--- config.mk ---
export PLATFORM = sky130hd
export DESIGN_NAME = axi_frame_buf_ctrl
export DESIGN_NICKNAME = d
export VERILOG_FILES = /design/src/rtl/axi_frame_buf_ctrl.sv
export SDC_FILE = /design/constraint.sdc
export NUM_CORES = 1
export LEC_CHECK = 0
export BUFFER_PORTS_ARGS = -buffer_cell sky130_fd_sc_hd__buf_2
export CAP_MARGIN = 40
export CORE_AREA = 4 4 230 232
export CTS_CLUSTER_SIZE = 20
export DETAILED_ROUTE_END_ITERATION = 12
export DIE_AREA = 0 0 234 236
export PLACE_DENSITY_LB_ADDON = 0.15
export REMOVE_ABC_BUFFERS = 1
export SLEW_MARGIN = 40
export SYNTH_ARGS = -nofsm -noshare
export SYNTH_HDL_FRONTEND = slang
export SYNTH_SLANG_ARGS = --single-unit
--- constraint.sdc ---
create_clock -name ui_clk -period 4.4 [get_ports ui_clk]
set_input_delay 0.22 -clock ui_clk [delete_from_list [all_inputs] [get_ports ui_clk]]
set_output_delay 0.22 -clock ui_clk [all_outputs]
set_load 0.03 [all_outputs]
--- src/rtl/axi_frame_buf_ctrl.sv ---
// Frame-buffer DMA controller: streams a write FIFO into DDR frames over AXI and
// reads the most recently completed frame back. Optional macro: AXI_RESP_CHECK_EN.
module axi_frame_buf_ctrl #(
   parameter int DATA_W      = 128,
   parameter int ADDR_W      = 28,
   parameter int BURST_LEN   = 16,
   parameter int FRAME_BYTES = 4147200,
   parameter int FRAME_NUM   = 3,
   parameter int BASE_ADDR   = 0
) (
   input  logic              ui_clk,
   input  logic              Rst_INIT_DONE,
   input  logic              wr_trigger,
   output logic              wfifo_rd_en,
   input  logic [DATA_W-1:0] wfifo_rd_data,
   input  logic              rd_trigger,
   output logic              rfifo_wr_en,
   output logic [DATA_W-1:0] rfifo_wr_data,
   output logic              wr_frame_done,
   output logic [1:0]        err,
   output logic [ADDR_W-1:0] m_axi_awaddr,
   output logic              m_axi_awvalid,
   input  logic              m_axi_awready,
   output logic [DATA_W-1:0] m_axi_wdata,
   output logic              m_axi_wlast,
   output logic              m_axi_wvalid,
   input  logic              m_axi_wready,
   input  logic [1:0]        m_axi_bresp,
   input  logic              m_axi_bvalid,
   output logic              m_axi_bready,
   output logic [ADDR_W-1:0] m_axi_araddr,
   output logic              m_axi_arvalid,
   input  logic              m_axi_arready,
   input  logic [DATA_W-1:0] m_axi_rdata,
   input  logic [1:0]        m_axi_rresp,
   input  logic              m_axi_rlast,
   input  logic              m_axi_rvalid,
   output logic              m_axi_rready
);

   localparam int BURST_BYTES = BURST_LEN * DATA_W / 8;
   localparam int BEAT_W      = $clog2(BURST_LEN);
   localparam logic [ADDR_W-1:0] LAST_OFF   = ADDR_W'(FRAME_BYTES - BURST_BYTES);
   localparam logic [ADDR_W-1:0] BURST_STEP = ADDR_W'(BURST_BYTES);
   localparam logic [BEAT_W-1:0] LAST_BEAT  = BEAT_W'(BURST_LEN - 1);

   typedef enum logic [1:0] {WS_IDLE = 2'd0, WS_AW = 2'd1, WS_W = 2'd2, WS_B = 2'd3} wr_state_t;
   typedef enum logic [1:0] {RS_IDLE = 2'd0, RS_AR = 2'd1, RS_R = 2'd2} rd_state_t;

   // Modular frame-index increment; fb < FRAME_NUM and step <= 2 keep one subtraction sufficient.
   function automatic logic [1:0] fb_add(input logic [1:0] fb, input logic [1:0] step);
      logic [2:0] sum;
      sum = {1'b0, fb} + {1'b0, step};
      if (sum >= 3'(FRAME_NUM)) begin
         sum = sum - 3'(FRAME_NUM);
      end else begin
         sum = sum;
      end
      return sum[1:0];
   endfunction

   function automatic logic [ADDR_W-1:0] frame_addr(input logic [1:0] fb, input logic [ADDR_W-1:0] off);
      return ADDR_W'(BASE_ADDR) + ADDR_W'(FRAME_BYTES) * {{(ADDR_W-2){1'b0}}, fb} + off;
   endfunction

   wr_state_t         wr_state_r, wr_state_nxt_s;
   rd_state_t         rd_state_r, rd_state_nxt_s;
   logic [ADDR_W-1:0] wr_off_r, rd_off_r;
   logic [1:0]        wr_fb_r, rd_fb_r, last_done_r;
   logic [1:0]        wr_fb_nxt_s, rd_fb_nxt_s, wr_fb_step1_s;
   logic [BEAT_W-1:0] beat_r;
   logic              wr_last_r, frame_done_r;
   logic              aw_hs_s, w_hs_s, b_hs_s, ar_hs_s, r_hs_s, wlast_s;

   assign m_axi_awvalid = (wr_state_r == WS_AW);
   assign m_axi_wvalid  = (wr_state_r == WS_W);
   assign m_axi_bready  = (wr_state_r == WS_B);
   assign m_axi_arvalid = (rd_state_r == RS_AR);
   assign m_axi_rready  = (rd_state_r == RS_R);

   assign aw_hs_s = m_axi_awvalid & m_axi_awready;
   assign w_hs_s  = m_axi_wvalid  & m_axi_wready;
   assign b_hs_s  = m_axi_bready  & m_axi_bvalid;
   assign ar_hs_s = m_axi_arvalid & m_axi_arready;
   assign r_hs_s  = m_axi_rvalid  & m_axi_rready;
   assign wlast_s = m_axi_wvalid & (beat_r == LAST_BEAT);

   assign m_axi_wlast   = wlast_s;
   assign m_axi_wdata   = wfifo_rd_data;
   assign wfifo_rd_en   = w_hs_s;
   assign rfifo_wr_en   = r_hs_s;
   assign rfifo_wr_data = m_axi_rdata;
   assign wr_frame_done = frame_done_r;

   // A burst at offset 0 reads the newest complete frame; later bursts stay on rd_fb.
   assign m_axi_awaddr = frame_addr(wr_fb_r, wr_off_r);
   assign m_axi_araddr = frame_addr((rd_off_r == '0) ? last_done_r : rd_fb_r, rd_off_r);

   // Write FSM next state.
   always_comb begin
      wr_state_nxt_s = wr_state_r;
      case (wr_state_r)
         WS_IDLE: if (wr_trigger) wr_state_nxt_s = WS_AW; else wr_state_nxt_s = WS_IDLE;
         WS_AW:   if (aw_hs_s) wr_state_nxt_s = WS_W; else wr_state_nxt_s = WS_AW;
         WS_W:    if (w_hs_s && wlast_s) wr_state_nxt_s = WS_B; else wr_state_nxt_s = WS_W;
         WS_B:    if (b_hs_s) wr_state_nxt_s = WS_IDLE; else wr_state_nxt_s = WS_B;
         default: wr_state_nxt_s = WS_IDLE;
      endcase
   end

   // Read FSM next state.
   always_comb begin
      rd_state_nxt_s = rd_state_r;
      case (rd_state_r)
         RS_IDLE: if (rd_trigger) rd_state_nxt_s = RS_AR; else rd_state_nxt_s = RS_IDLE;
         RS_AR:   if (ar_hs_s) rd_state_nxt_s = RS_R; else rd_state_nxt_s = RS_AR;
         RS_R:    if (r_hs_s && m_axi_rlast) rd_state_nxt_s = RS_IDLE; else rd_state_nxt_s = RS_R;
         default: rd_state_nxt_s = RS_IDLE;
      endcase
   end

   // Frame-index selection: the writer never lands on the frame the reader is about to hold.
   always_comb begin
      wr_fb_step1_s = fb_add(wr_fb_r, 2'd1);
      if (ar_hs_s && (rd_off_r == '0)) begin
         rd_fb_nxt_s = last_done_r;
      end else begin
         rd_fb_nxt_s = rd_fb_r;
      end
      if ((FRAME_NUM >= 3) && (wr_fb_step1_s == rd_fb_nxt_s)) begin
         wr_fb_nxt_s = fb_add(wr_fb_r, 2'd2);
      end else begin
         wr_fb_nxt_s = wr_fb_step1_s;
      end
   end

   // Write path state, offsets and frame bookkeeping.
   always_ff @(posedge ui_clk) begin
      if (!Rst_INIT_DONE) begin
         wr_state_r   <= WS_IDLE;
         wr_off_r     <= '0;
         wr_fb_r      <= 2'd0;
         last_done_r  <= 2'd0;
         beat_r       <= '0;
         wr_last_r    <= 1'b0;
         frame_done_r <= 1'b0;
      end else begin
         wr_state_r   <= wr_state_nxt_s;
         frame_done_r <= b_hs_s & wr_last_r;
         if (aw_hs_s) begin
            wr_last_r <= (wr_off_r == LAST_OFF);
            wr_off_r  <= (wr_off_r == LAST_OFF) ? '0 : wr_off_r + BURST_STEP;
         end
         if (w_hs_s) begin
            beat_r <= wlast_s ? '0 : beat_r + BEAT_W'(1);
         end
         if (b_hs_s && wr_last_r) begin
            last_done_r <= wr_fb_r;
            wr_fb_r     <= wr_fb_nxt_s;
         end
      end
   end

   // Read path state and offsets.
   always_ff @(posedge ui_clk) begin
      if (!Rst_INIT_DONE) begin
         rd_state_r <= RS_IDLE;
         rd_off_r   <= '0;
         rd_fb_r    <= 2'd0;
      end else begin
         rd_state_r <= rd_state_nxt_s;
         rd_fb_r    <= rd_fb_nxt_s;
         if (ar_hs_s) begin
            rd_off_r <= (rd_off_r == LAST_OFF) ? '0 : rd_off_r + BURST_STEP;
         end
      end
   end

`ifdef AXI_RESP_CHECK_EN
   logic [1:0] err_r;

   // Sticky response errors: bit0 write response, bit1 read response.
   always_ff @(posedge ui_clk) begin
      if (!Rst_INIT_DONE) begin
         err_r <= 2'b00;
      end else begin
         if (b_hs_s && (m_axi_bresp != 2'b00)) err_r[0] <= 1'b1;
         if (r_hs_s && (m_axi_rresp != 2'b00)) err_r[1] <= 1'b1;
      end
   end

   assign err = err_r;
`else
   logic unused_resp_s;
   assign unused_resp_s = ^{m_axi_bresp, m_axi_rresp};
   assign err = 2'b00;
`endif

endmodule
==> metrics.log, run 1 <==
[metrics] status: completed
[metrics] Least-Margin Pin Slew: approximately 0.82 ns
[metrics] Skew-Pair Late Insertion Delay: roughly 0.33 ns
[metrics] time the worst path needs with I/O delays and setup: between 4 and 5 ns
[metrics] count of state elements after synthesis: 56
[metrics] fillers: 5953
[metrics] number of warnings printed during yosys synthesis: 0
[metrics] final hold viol count: 0
[metrics] clk sinks: 56
[metrics] Design Area, Final: between 5000 and 6000 sq um
[metrics] cells taking the most area after synthesis: sky130_fd_sc_hd__buf_4, sky130_fd_sc_hd__dfxtp_1, sky130_fd_sc_hd__ha_1, sky130_fd_sc_hd__xnor2_1, sky130_fd_sc_hd__nor2_1
[metrics] aggregate routed wire length: roughly 90000 um
[metrics] worst min path class: input pin to register
[metrics] share of the yosys chip area belonging to registers: a little under a fifth
[metrics] total via count in the routed design: 4981
[metrics] Die Y-Extent: approximately 240 um
[metrics] internal power component: 759 uW
[metrics] share of power burned in the clock network: between 40% and 50%
[metrics] relative contribution of sequential cells to total power: around half
[metrics] buffer levels on the longest clock path: 2
[metrics] worst IR drop on VDD: 0.126 mV
[metrics] # nets final: a little over 900
[metrics] worst slew margin relative to its limit: a little under half
[metrics] final RePlAce weighted congestion: 1.27
[metrics] worst-path fanout max: 5
[metrics] Data required, critical path: 4.18 ns
[metrics] type of origin of the critical path: register
[metrics] count of cells along the worst hold path: 3
[metrics] Worst-path clk slew: approximately 0.09 ns
[metrics] average cell area after synthesis: 7.82 sq um
[metrics] Synth cell types: 62
[metrics] Initial Util: 12.1%
[metrics] via count of the first global-routing pass: between 4000 and 5000
[metrics] combinational cell fraction of total power: 7.8%
[metrics] R2R cell count: 7
[metrics] instance area after placement: between 5000 and 6000 sq um
[metrics] f_max: 0.242 GHz
[metrics] multi-input gate area in the final layout: a little under 3000 sq um
[metrics] skew final: about 0.013 ns
[metrics] Inserted Clock Buffers: 5
[metrics] share of flip-flops with an asynchronous set or reset after synthesis: 0%
[metrics] number of diodes: 0
[metrics] power per standard cell area: approximately 190 nW/um^2
[metrics] net switching fraction of the power: a little under 30%
[metrics] total overflow reported by the global router: 0
[metrics] Finish-stage setup viols: 0
[metrics] port buffer count: 58
[metrics] RSZ-0062 raised after global routing: no
[metrics] FP Rows: 83
[metrics] Root Driver: sky130_fd_sc_hd__clkbuf_16
[metrics] area of the placeable core: 51000 sq um
[metrics] detail-routed via count per cell: between 3 and 4
[metrics] number of flops mapped to enable cells by yosys: 0
[metrics] Area Overhead vs Synth: -9.12%
[metrics] period utilisation layout: between 90% and 100%
[metrics] die outline width: 234 um
[metrics] DRC violation count after routing: 0
[metrics] CTS H-Tree Depth: 2
[metrics] Most used DFF post-synth: sky130_fd_sc_hd__dfxtp_1
[metrics] count of hold buffers inserted by post-cts repair: 0
[metrics] average wire per standard cell: ~70 um
[metrics] TritonCTS clock tree: yes
[metrics] number of ports placed on the die boundary: between 500 and 600
[metrics] fraction of layout cells with a size suffix above 1: 18.8%
[metrics] critical path class: register to output port
[metrics] violation count after the first detailed-routing iteration: 346
[metrics] Seq. cell area: between 1000 and 1500 sq um
[metrics] net switching power of the design: ~320 uW
[metrics] number of iterations in the first detailed-routing pass: 5
[metrics] biggest area consumer among synthesized cells: sky130_fd_sc_hd__buf_4
[metrics] fin. max-slew vios: 0
[metrics] final-layout setup total negative slack: 0 ns
[metrics] initial antenna violation count: 0
[metrics] count of nets left with antenna violations after detail routing: 0
[metrics] Syn Std Cell Area: between 6000 and 7000 sq um
[metrics] GRT Resource Usage Total: a little under a third
[metrics] DIE AREA: about 55000 sq um
[metrics] Worst Path Arrival: ~3.9 ns
[metrics] hold slack final: 0.217 ns
[metrics] post-detail-place hpwl: roughly 85000 um
[metrics] leakage dissipation: roughly 2.3 nW
[metrics] area share of the leading cell type in the synthesized netlist: roughly a third
[metrics] Max-cap violations: 0
[metrics] wire length of the first global-routing pass: about 100000 um
[metrics] pin count of the biggest net entering global routing: 21
[metrics] Gate Count Post-Synth: just under 800
[metrics] Critical Path End Type: output port
## power by group through the flow
stage	Combinational, mW	Clock [mW]	Sequential [mW]
final	0.0845	0.473	0.519
after global routing	0.0914	0.515	0.520
after CTS	0.0845	0.503	0.519
after detailed placement	0.0838	0	0.531
after global placement	0.0835	0	0.531
after floorplan	0.0537	0	0.532
## cells by family (layout without fill, tap and decap cells)
kind of cell	Yosys count	in the layout	synth area share [%]
adder cells (fa/ha/maj)	40	40	8.33
flip-flops	56	56	18.1
XOR/XNOR	61	61	8.63
AO/OA/AOI/OAI	73	73	7.58
AND/OR/NAND/NOR	237	237	19.8
buffers and inverters	318	116	36.6
multiplexers	5	5	0.890
other	1	18	0.0606
## cell type report
| type | instances | share of cell area (%) |
|---|---|---|
| repair buffers | 82 | 8.45 |
| inverters | 26 | 1.74 |
| well taps | 680 | 15.1 |
| flip-flops and latches | 56 | 19.9 |
| clock buffers | 6 | 2.47 |
| multi-input cells | 434 | 52.1 |
| clock inverters | 2 | 0.178 |
## sequential cells by signal, summed over array words and instances, names as in the netlist
signal,flops
wr_frame_done,1
wr_state_r,2
last_done_r,2
rd_off_r,20
rd_state_r,2
beat_r,4
wr_fb_r,2
wr_last_r,1
wr_off_r,20
rd_fb_r,2
## repair_timing
item	CTS	global route
resized for setup	2	15
setup buffers	0	0
setup endpoints to repair	2	7
## cell usage in the layout, fill, tap and decap left out, types with 4 or more instances in the layout
cell | synthesis | layout
sky130_fd_sc_hd__o21ai_0 | 14 | 11
sky130_fd_sc_hd__buf_4 | 280 | 24
sky130_fd_sc_hd__or3_1 | 5 | 5
sky130_fd_sc_hd__nand2_1 | 47 | 47
sky130_fd_sc_hd__nand4_1 | 11 | 11
sky130_fd_sc_hd__a21boi_0 | 4 | 4
sky130_fd_sc_hd__a21oi_1 | 27 | 24
sky130_fd_sc_hd__conb_1 | 1 | 18
sky130_fd_sc_hd__xnor2_1 | 31 | 31
sky130_fd_sc_hd__clkbuf_16 | 0 | 5
sky130_fd_sc_hd__nor2b_1 | 11 | 11
sky130_fd_sc_hd__nand3_1 | 24 | 24
sky130_fd_sc_hd__inv_1 | 26 | 25
sky130_fd_sc_hd__xor2_1 | 30 | 30
sky130_fd_sc_hd__and2_1 | 11 | 11
sky130_fd_sc_hd__ha_1 | 38 | 38
sky130_fd_sc_hd__nand3b_1 | 4 | 4
sky130_fd_sc_hd__buf_2 | 3 | 56
sky130_fd_sc_hd__and3_1 | 11 | 11
sky130_fd_sc_hd__nand2b_1 | 7 | 6
sky130_fd_sc_hd__dfxtp_1 | 56 | 56
sky130_fd_sc_hd__o21a_1 | 4 | 4
sky130_fd_sc_hd__nor2_1 | 72 | 70
sky130_fd_sc_hd__nor3_1 | 13 | 13
## metrics by stage
stage	power [mW]	utilization, %	setup WS [ns]	cells
2_1_floorplan	0.585	-	0.729	516
3_3_place_gp	0.614	10.6	0.361	1278
3_5_place_dp	0.614	10.6	0.293	1278
4_1_cts	1.11	10.9	0.0459	1286
5_1_grt	1.13	11.0	0.00952	1286
6_report	1.08	11.0	0.269	1286
## worst max-delay path, stage by stage, from the launching register on
cell                        delay [ns]
sky130_fd_sc_hd__dfxtp_1          0.36
sky130_fd_sc_hd__inv_1            0.09
sky130_fd_sc_hd__ha_1             0.15
sky130_fd_sc_hd__nor2b_1          0.19
sky130_fd_sc_hd__nand3_1          0.14
sky130_fd_sc_hd__nor2_4           0.17
sky130_fd_sc_hd__mux2i_4          0.31
sky130_fd_sc_hd__inv_2            0.10
sky130_fd_sc_hd__ha_1             0.29
sky130_fd_sc_hd__inv_1            0.04
sky130_fd_sc_hd__ha_1             0.23
sky130_fd_sc_hd__nor3_1           0.17
sky130_fd_sc_hd__o2111ai_1        0.18
sky130_fd_sc_hd__a31oi_1          0.27
sky130_fd_sc_hd__nor2b_1          0.07
sky130_fd_sc_hd__o21a_1           0.22
sky130_fd_sc_hd__o2111ai_1        0.23
sky130_fd_sc_hd__xnor2_1          0.14
sky130_fd_sc_hd__buf_2            0.22
## cells in the mapped netlist, types with 13 or more instances
cell type / count
sky130_fd_sc_hd__o21ai_0: 14
sky130_fd_sc_hd__xor2_1: 30
sky130_fd_sc_hd__a21oi_1: 27
sky130_fd_sc_hd__dfxtp_1: 56
sky130_fd_sc_hd__nand3_1: 24
sky130_fd_sc_hd__nor2_1: 72
sky130_fd_sc_hd__ha_1: 38
sky130_fd_sc_hd__nor3_1: 13
sky130_fd_sc_hd__inv_1: 26
sky130_fd_sc_hd__buf_4: 280
sky130_fd_sc_hd__nand2_1: 47
sky130_fd_sc_hd__xnor2_1: 31
## metal layers
metal / GRT usage (%) / routed length (um) / vias to the layer above
met4: 26.1 / 10200 / 24
li1: - / - / 1924
met2: 50.6 / 40800 / 777
met1: 11.0 / 11300 / 2120
met5: 10.8 / 846 / -
met3: 44.8 / 26500 / 136
## final timing paths
path              slack, ns          start          endpoint
setup / recovery       0.27    rd_off_r[8]  m_axi_araddr[26]
hold / removal         0.22     rd_trigger     rd_state_r[0]
setup reg to reg       1.97  rd_state_r[0]      rd_off_r[26]
hold reg to reg        0.46  rd_state_r[1]     rd_state_r[0]
Power figures use the tool's default switching activity.
==> inputs of run 2 (changes only) <==
PLACE_DENSITY = 0.38   (was unset)
PLACE_DENSITY_LB_ADDON = unset   (was 0.15)
==> metrics.log, run 2 (same netlist as run 1, synthesis figures left out) <==
[metrics] Root Driver: sky130_fd_sc_hd__clkbuf_16
[metrics] Data required, critical path: 4.18 ns (about the same)
[metrics] hold path start: rd_trigger
[metrics] internal power component: 746 uW (-1.7%)
[metrics] worst slew margin relative to its limit: 53.8% (+8.8 points)
[metrics] Worst Path Arrival: 3.87 ns (-0.04 ns)
[metrics] Die Y-Extent: 236 um (unchanged)
[metrics] most used routing layer in global routing: met2
[metrics] number of iterations in the first detailed-routing pass: 4 (-1)
[metrics] type of origin of the critical path: register
[metrics] total overflow reported by the global router: 0 (unchanged)
[metrics] final setup slack of the worst path: 0.309 ns (+0.0398 ns)
[metrics] Total Power: 1.07 mW (-0.29%)
[metrics] count of nets left with antenna violations after detail routing: 0 (unchanged)
[metrics] CTS H-Tree Depth: 2 (unchanged)
[metrics] count of hold buffers inserted by post-cts repair: 0 (unchanged)
[metrics] clk sinks: 56 (unchanged)
[metrics] crit path buf inv count: 3 (-1)
[metrics] DIE AREA: 55200 sq um (unchanged)
[metrics] status: completed
[metrics] f_max: 0.244 GHz (+0.97%)
[metrics] share of power burned in the clock network: 43.9% (about the same)
[metrics] TritonCTS clock tree: yes
[metrics] met1 Resource Use GR: 9.38% (-1.6 points)
[metrics] average wire per standard cell: 70.3 um (+0.86%)
[metrics] combinational cell fraction of total power: 7.7% (about the same)
[metrics] violation count after the first detailed-routing iteration: 405 (+17%)
[metrics] GRT Resource Usage Total: 31.2% (-0.11 points)
[metrics] worst min path class: input pin to register
[metrics] area of the placeable core: 51000 sq um (unchanged)
[metrics] Seq. cell area: 1120 sq um (unchanged)
[metrics] skew final: 0.00894 ns (-0.00390 ns)
[metrics] via count of the first global-routing pass: 4214 (-7.7%)
[metrics] fraction of layout cells with a size suffix above 1: 16.6% (-2.2 points)
[metrics] met2 track demand over resource in global routing: 51.7% (+1.1 points)
[metrics] final-layout setup total negative slack: 0 ns (unchanged)
[metrics] initial antenna violation count: 0 (unchanged)
[metrics] Worst path top cell family by delay: simple AND/OR/NAND/NOR gates
[metrics] RSZ-0062 raised after global routing: no
[metrics] # nets final: 905 (-1.1%)
[metrics] Layout Utilization: 10.8% (-0.19 points)
[metrics] CP Launch Point: rd_off_r[24]
[metrics] net switching fraction of the power: 30.5% (+1.0 points)
[metrics] top library cells by usage in the layout, fill and taps aside: sky130_fd_sc_hd__nor2_1, sky130_fd_sc_hd__buf_2, sky130_fd_sc_hd__dfxtp_1
[metrics] fin. max-slew vios: 0 (unchanged)
[metrics] die outline width: 234 um (unchanged)
[metrics] hold slack final: 0.216 ns (-0.000740 ns)
[metrics] FP Rows: 83 (unchanged)
[metrics] DRC violation count after routing: 0 (unchanged)
[metrics] met3 routing resource usage after global routing: 45.3% (+0.51 points)
[metrics] buffer levels on the longest clock path: 2 (unchanged)
[metrics] Skew-Pair Late Insertion Delay: 0.33 ns (about the same)
[metrics] fillers: 5957 (+0.067%)
[metrics] multi-input gate area in the final layout: 2910 sq um (-0.64%)
[metrics] ordered list of cells on the worst path: nor4_4 > nand3_2 > nor2_4 > mux2i_4 > buf_4 > ha_1 > inv_1 > ha_1 > nor3_1 > o2111ai_1 > a31oi_2 > nor2b_1 > o21a_1 > o2111ai_1 > xnor2_1 > clkbuf_4
[metrics] number of diodes: 0 (unchanged)
[metrics] power per standard cell area: 194 nW/um^2 (+1.4%)
[metrics] Finish-stage setup viols: 0 (unchanged)
[metrics] post-detail-place hpwl: 85400 um (+0.29%)
[metrics] Worst-path clk slew: 0.09 ns (about the same)
[metrics] port buffer count: 58 (unchanged)
[metrics] detail-routed via count per cell: 3.83 (-1.0%)
[metrics] pin count of the biggest net entering global routing: 21 (unchanged)
[metrics] worst-path fanout max: 10 (+5)
[metrics] Initial Util: 12.1% (unchanged)
[metrics] number of ports placed on the die boundary: 593 (unchanged)
[metrics] final hold viol count: 0 (unchanged)
[metrics] period utilisation layout: 93.0% (-0.90 points)
[metrics] worst slack after detailed placement: 0.384 ns (+0.0911 ns)
[metrics] net switching power of the design: 327 uW (+3.2%)
[metrics] aggregate routed wire length: 89700 um (about the same)
[metrics] relative contribution of sequential cells to total power: 48.4% (+0.2 points)
[metrics] Worst path max stage delay: 0.45 ns (+0.09 ns)
[metrics] Max-cap violations: 0 (unchanged)
[metrics] Least-Margin Pin Slew: 0.691 ns (-0.131 ns)
[metrics] Critical Path End Type: output port
[metrics] most common library cell in the layout ignoring fill and taps: sky130_fd_sc_hd__nor2_1
[metrics] origin of the critical flop-to-flop path: rd_state_r[0]
[metrics] largest registers: rd_off_r x20, wr_off_r x20, beat_r x4
[metrics] Inserted Clock Buffers: 5 (unchanged)
[metrics] leakage dissipation: 2.25 nW (-2.9%)
[metrics] Post-CTS Setup Inserts: 0 (unchanged)
[metrics] worst IR drop on VDD: 0.150 mV (+19%)
[metrics] time the worst path needs with I/O delays and setup: 4.09 ns (-0.0398 ns)
[metrics] critical path class: register to output port
[metrics] cell with the largest stage delay on the worst path: sky130_fd_sc_hd__dfxtp_1
[metrics] total via count in the routed design: 4892 (-1.8%)
[metrics] wire length of the first global-routing pass: 98700 um (-1.2%)
[metrics] Area Overhead vs Synth: -10.7%
[metrics] number of cells upsized or downsized after cts: 0 (-2)
[metrics] final RePlAce weighted congestion: 1.20 (-5.6%)
run 2: metrics by stage:
stage	area (sq um)	cells
CTS	5490	1276
floorplan	4090	516
global placement	5330	1268
global route	5530	1276
detailed placement	5340	1268
finish	5530	1276
run 2: routing by layer:
layer  routed length, um  vias up
li1                    -     1909
met3               26400      154
met1               10500     2057
met2               41500      748
met4               10500       24
met5                 942        -
run 2: layout make-up:
class | instances | share of cell area (%)
Multi-Input combinational cell | 434 | 52.7
Sequential cell | 56 | 20.3
Tap cell | 680 | 15.4
Timing Repair Buffer | 72 | 7.20
Clock buffer | 5 | 2.26
Inverter | 26 | 1.77
Clock inverter | 3 | 0.430
run 2: final timing paths:
check	end	slack [ns]	cells past startpoint
min	rd_state_r[0]	0.22	3
min reg2reg	rd_state_r[0]	0.46	1
max reg2reg	rd_off_r[26]	2.06	7
max	m_axi_araddr[26]	0.31	16
run 2: power groups by stage:
stage / Combinational, mW / Sequential, mW / Clock, mW
CTS: 0.0821 / 0.520 / 0.487
detailed placement: 0.0821 / 0.531 / 0
global placement: 0.0812 / 0.531 / 0
global route: 0.0896 / 0.520 / 0.500
finish: 0.0827 / 0.519 / 0.471
floorplan: 0.0537 / 0.532 / 0
run 2: worst register-to-register path: cells and delay by family (launching register included):
kind	cells	cell delay, ns
xor+xnor	1	0.17
simple gates	6	1.67
flops	1	0.39
